===== config.mk =====
export PLATFORM = sky130hd
export DESIGN_NAME = histogram_readout
export DESIGN_NICKNAME = d
export VERILOG_FILES = /design/src/rtl/histogram_readout.sv
export SDC_FILE = /design/constraint.sdc
export NUM_CORES = 1
export LEC_CHECK = 0
export CAP_MARGIN = 20
export CELL_PAD_IN_SITES_DETAIL_PLACEMENT = 0
export CELL_PAD_IN_SITES_GLOBAL_PLACEMENT = 1
export CORE_AREA = 4 4 94 96
export CTS_BUF_LIST = sky130_fd_sc_hd__clkbuf_8
export DETAILED_ROUTE_END_ITERATION = 10
export DIE_AREA = 0 0 98 100
export PLACE_DENSITY = 0.9
export SYNTH_ARGS = -nofsm -noshare
export SYNTH_HDL_FRONTEND = slang
export SYNTH_SLANG_ARGS = --single-unit

===== constraint.sdc =====
create_clock -name clock -period 4.2 [get_ports clock]
set_clock_uncertainty 0.1 [all_clocks]
set_input_delay 0.42 -clock clock [delete_from_list [all_inputs] [get_ports clock]]
set_output_delay 0.42 -clock clock [all_outputs]
set_load 0.03 [all_outputs]

===== src/rtl/histogram_readout.sv =====
`default_nettype none
// ============================================================================
// Module   : histogram_readout
// Purpose  : Read-side controller for a multi-lane histogram. On a start
//            pulse it freezes the lanes and sweeps the bin address. For each
//            bin it sums that bin's count across all lanes and streams
//            {bin, total} over a valid/ready interface. It can optionally
//            pulse a lane clear once the sweep is complete.
// Ports    : clock, reset      - rising-edge clock, synchronous active-high reset
//            start             - request one sweep (ignored while busy)
//            busy, freeze      - sweep in progress / lanes must hold their counts
//            hist_addr         - bin address broadcast to all lanes
//            lane_data         - lane n count at [n*COUNT_W +: COUNT_W]
//            clear_lanes       - one-cycle clear pulse to the lanes
//            out_valid/ready   - result beat handshake
//            out_bin/count/last- beat payload (bin, lane total, final-bin flag)
//            done              - one-cycle pulse at sweep completion
// Revision : 1.0 - initial release
// ============================================================================
module histogram_readout #(
  parameter int NUM_LANES   = 4,
  parameter int NUM_BINS    = 8,
  parameter int COUNT_W     = 14,
  parameter int SUM_W       = 16,
  parameter int RD_LAT      = 1,
  parameter int CLEAR_AFTER = 1,
  localparam int BIN_W      = $clog2(NUM_BINS)
) (
  input  logic                         clock,
  input  logic                         reset,
  input  logic                         start,
  output logic                         busy,
  output logic                         freeze,
  output logic [BIN_W-1:0]             hist_addr,
  input  logic [NUM_LANES*COUNT_W-1:0] lane_data,
  output logic                         clear_lanes,
  output logic                         out_valid,
  input  logic                         out_ready,
  output logic [BIN_W-1:0]             out_bin,
  output logic [SUM_W-1:0]             out_count,
  output logic                         out_last,
  output logic                         done
);

  localparam int LAT_W = (RD_LAT < 1) ? 1 : $clog2(RD_LAT + 1);
  localparam logic [BIN_W-1:0] c_LAST_BIN = BIN_W'(NUM_BINS - 1);
  localparam logic [LAT_W-1:0] c_RD_LAT   = LAT_W'(RD_LAT);

  typedef enum logic [2:0] {
    S_IDLE   = 3'd0,
    S_SETTLE = 3'd1,
    S_ISSUE  = 3'd2,
    S_WAIT   = 3'd3,
    S_SUM    = 3'd4,
    S_OUT    = 3'd5,
    S_CLEAR  = 3'd6,
    S_FIN    = 3'd7
  } state_t;

  state_t             r_state;
  state_t             w_state_nxt;
  logic               w_busy;
  logic               w_clear;
  logic               w_done;
  logic [BIN_W-1:0]   r_bin;
  logic [LAT_W-1:0]   r_wait_cnt;
  logic [BIN_W-1:0]   r_hist_addr;
  logic               r_out_valid;
  logic [BIN_W-1:0]   r_out_bin;
  logic [SUM_W-1:0]   r_out_count;
  logic               r_out_last;
  logic [SUM_W-1:0]   w_sum;
  logic               w_handshake;
  logic               w_at_last;

  assign w_handshake = (r_state == S_OUT) && out_ready;
  assign w_at_last   = (r_bin == c_LAST_BIN);

  // Lane totals are accumulated at full output width so the sum never wraps.
  always_comb begin
    w_sum = '0;
    for (int n = 0; n < NUM_LANES; n++) begin
      w_sum = w_sum + SUM_W'(lane_data[n*COUNT_W +: COUNT_W]);
    end
  end

  always_ff @(posedge clock) begin
    if (reset) begin
      r_state <= S_IDLE;
    end else begin
      r_state <= w_state_nxt;
    end
  end

  always_comb begin
    w_state_nxt = r_state;
    w_busy      = 1'b1;
    w_clear     = 1'b0;
    w_done      = 1'b0;
    case (r_state)
      S_IDLE: begin
        w_busy = 1'b0;
        if (start) begin
          w_state_nxt = S_SETTLE;
        end
      end
      // One frozen cycle lets any in-flight lane increment land before reads.
      S_SETTLE: w_state_nxt = S_ISSUE;
      S_ISSUE:  w_state_nxt = S_WAIT;
      S_WAIT: begin
        if (r_wait_cnt <= LAT_W'(1)) begin
          w_state_nxt = S_SUM;
        end
      end
      S_SUM: w_state_nxt = S_OUT;
      S_OUT: begin
        if (out_ready) begin
          if (w_at_last) begin
            w_state_nxt = (CLEAR_AFTER != 0) ? S_CLEAR : S_FIN;
          end else begin
            w_state_nxt = S_ISSUE;
          end
        end
      end
      S_CLEAR: begin
        w_clear     = 1'b1;
        w_state_nxt = S_FIN;
      end
      S_FIN: begin
        // start seen here is deliberately dropped: FIN always returns to IDLE.
        w_done      = 1'b1;
        w_state_nxt = S_IDLE;
      end
      default: begin
        w_busy      = 1'b0;
        w_state_nxt = S_IDLE;
      end
    endcase
  end

  always_ff @(posedge clock) begin
    if (reset) begin
      r_bin       <= '0;
      r_wait_cnt  <= '0;
      r_hist_addr <= '0;
      r_out_valid <= 1'b0;
      r_out_bin   <= '0;
      r_out_count <= '0;
      r_out_last  <= 1'b0;
    end else begin
      case (r_state)
        S_IDLE: begin
          if (start) begin
            r_bin <= '0;
          end
        end
        S_ISSUE: begin
          r_hist_addr <= r_bin;
          r_wait_cnt  <= c_RD_LAT;
        end
        S_WAIT: begin
          r_wait_cnt <= r_wait_cnt - LAT_W'(1);
        end
        S_SUM: begin
          r_out_count <= w_sum;
          r_out_bin   <= r_bin;
          r_out_last  <= w_at_last;
          r_out_valid <= 1'b1;
        end
        S_OUT: begin
          if (w_handshake) begin
            r_out_valid <= 1'b0;
            if (!w_at_last) begin
              r_bin <= r_bin + 1'b1;
            end
          end
        end
        default: begin
        end
      endcase
    end
  end

  assign busy        = w_busy;
  assign freeze      = w_busy;
  assign clear_lanes = w_clear;
  assign done        = w_done;
  assign hist_addr   = r_hist_addr;
  assign out_valid   = r_out_valid;
  assign out_bin     = r_out_bin;
  assign out_count   = r_out_count;
  assign out_last    = r_out_last;

endmodule
`default_nettype wire

==> metrics.cfg <==
[die]
io-pin-count=88
dieArea_um2=9800
die-height_um=100
rows=33
initial_core_util_pct=33.7
die_w_um=98
fp.coreArea_um2=8050

[run_status]
outcome=complete, no violations

[routing]
routed_via_density=4.79
wl_met2_mm=2.77
vias=2506
drt-initial-drc-count=93
route.detailed.drc=0
dr.pass1.iters=4
ant_nets=0
post_drt_wl_per_cell_um=11.5
wl_mm=6.01
wl_met1_mm=2.61
met3_length_um=547
top_layer=met4

[synth]
synth_area_um2=2710
synth_fp_nets=441
synth_area_leaders=dfxtp_1 (22%), fa_1 (21%), inv_1 (11%), ha_1 (7.8%), a21oi_1 (5.2%)
synth_flop_cell=dfxtp_1
synth_cell_types=47
ys_ff_latch=30
synthCells=336
synth-edff-count=0
synth_async_sr_flop_share_pct=0
synth_top_area_share_pct=22.1
synth_area_leader_cell=dfxtp_1
syn_area_per_cell_um2=8.08
yosysSeqAreaShare_pct=22.1
yosysWarnings=0

[sta]
final_hold_viol_count=0
max_slew_margin_pct=44.3
finalMaxSlewViolations=0
setup_viol=0
fin_crit_sh_pct=87.8
period_minus_slack_ns=3.69
rsz0062_at_grt=no
setup_tns_ns=0
fmax_ghz=0.271
worst_pin_slew_ns=0.835

[cells_and_area]
fin_nets=522
area_delta_synth_final_pct=40.1
final_layout_size_suffix_gt1_share_pct=4.07
n_antenna_cell=0
finish.utilization_pct=47.2

[cts]
cts_root_buf=clkbuf_8
clk_path_buf_depth=2
cts_max_level=2
path_clk_slew_ns=0.07
hold_buffers=0
insertion_delay_ns=0.28
post_cts_resize_count=0
cts_buffers=5
post_cts_buffers=0
clkSinkCount=30
cts_tree=built

[global_route]
antenna_found_initial=0
grt_overflow=0
grtUsageTotal_pct=12.5
grt_pass1_vias=2445
grt_max_degree=24
grt_pass1_wl_mm=10.3

[worst_setup_path]
max_stage_delay_ns=0.53
timing.rr.start=r_state[1]
start_kind=primary input
slowest_stage=fa_1
cp-end-kind=flop
crit_chain=clkdlybuf4s50_1 -> inv_1 -> fa_1 -> inv_1 -> fa_1 -> ha_1 -> fa_1 -> a21o_1 -> a22o_1 -> o41a_1 -> xnor2_1 -> a211oi_1
path_max_fanout=3
crit_type=in -> reg
crit_required_ns=4.29
cpMostUsedCell=fa_1
reg2reg_slack_ns=1.97
cp.arrival_ns=3.78
startpoint=lane_data[1]

[power]
power_density_nw_per_um2=333
p_int_uw=816
p_total_mw=1.27
ir_drop_uv=144
switching_power_uw=450
p_comb_share_pct=47.2
swShare_pct=35.5
p_seq_share_pct=23.9
clkPwrFrac_pct=28.8
leakagePower_nw=1.73

[job]
max-cap-violations=0

[hold_path]
hold_path_class=reg -> reg
worstHoldStart=out_bin[1]

[placement]
port_buffers=87
place_congestion=0.830
dp_hpwl_mm=4.93

power groups by stage:
stage	clock network, mW	logic (mW)	registers [mW]
2_1_floorplan	0	0.430	0.315
3_3_place_gp	0	0.594	0.309
3_5_place_dp	0	0.602	0.309
6_report	0.365	0.598	0.303
5_1_grt	0.381	0.681	0.305
4_1_cts	0.371	0.605	0.303
synthesized netlist by cell type (2+ instances only):
cell	n
a211oi_1	3
a21o_1	7
a21oi_1	28
a22oi_1	2
a311o_1	3
a31oi_1	4
and3_1	7
buf_1	2
buf_2	4
clkbuf_1	7
dfxtp_1	30
fa_1	28
ha_1	17
inv_1	81
nand2_1	34
nand3_1	7
nand3b_1	3
nand4_1	3
nor2_1	17
nor3_1	3
nor3b_1	7
o211ai_1	2
o21ai_0	8
o21ai_1	2
xnor2_1	5
area by class of cell:
cell class / count / area, µm²
clock buffers: 6 / 82.6
clock inverters: 2 / 60.1
fillers: 779 / 4250
inverters: 81 / 304
multi-input cells: 210 / 1740
flip-flops and latches: 30 / 601
well taps: 105 / 131
repair buffers: 89 / 886
per-stage QoR:
step / instances / setup WS (ns) / hold slack [ns] / cell area, µm²
after global routing: 523 / 0.370 / 0.383 / 3800
final: 523 / 0.513 / 0.355 / 3800
after CTS: 523 / 0.495 / 0.357 / 3800
after detailed placement: 515 / 0.210 / 0.348 / 3660
after floorplan: 336 / 0.830 / 0.361 / 2710
after global placement: 515 / 0.247 / 0.342 / 3660
kinds of logic (layout without fill, tap and decap cells):
kind of cell             after synthesis  count (layout)  synth area share, %
adder cells (fa/ha/maj)               45              45                 28.5
AND/OR/NAND/NOR                       88              88                 16.0
AO/OA/AOI/OAI                         71              71                 17.6
XOR/XNOR                               6               6                 1.94
buffers and inverters                 96             178                 13.9
flip-flops                            30              30                 22.1
worst max-delay path: cells and delay by family:
family                     cells  cell delay (ns)
AOI/OAI and AO/OA              4             1.03
xor gates and xnor gates       1             0.14
buffers and inverters          3             0.55
adders and majority gates      4             1.63
routing by layer:
| layer | vias up | track usage, % |
|---|---|---|
| li1 | 1246 | - |
| met1 | 1177 | 14.8 |
| met2 | 74 | 21.7 |
| met3 | 9 | 3.96 |
| met4 | 0 | 3.83 |
| met5 | - | 0 |
path summary, 6_finish.rpt:
| check | to | cells after the start |
|---|---|---|
| worst max-delay path | out_count[11] | 12 |
| worst min-delay path | out_bin[1] | 2 |
| worst min register to register | out_bin[1] | 2 |
| worst max register to register | out_count[14] | 4 |
registers in the layout, summed over array words and instances (netlist names):
name and cells:
r_state 3, out_bin 3, hist_addr 3, out_last 1, out_count 16, out_valid 1, r_bin 3
layout by cell type, fill, tap and decap left out, drive strengths merged, types with 2 or more instances in the layout:
cell type	instances
o21ai	11
buf	2
a22oi	2
nand2	34
a311o	3
nor3	4
nand3	7
and3	7
ha	17
nor3b	7
a21o	7
a31oi	4
dfxtp	30
a221oi	2
inv	81
xnor2	5
a21oi	28
o211ai	3
a211oi	3
nand4	3
nand3b	3
clkbuf	6
nor2	17
bufinv	2
clkdlybuf4s50	87
fa	28
Note: power is estimated with default switching activity, not from simulation.
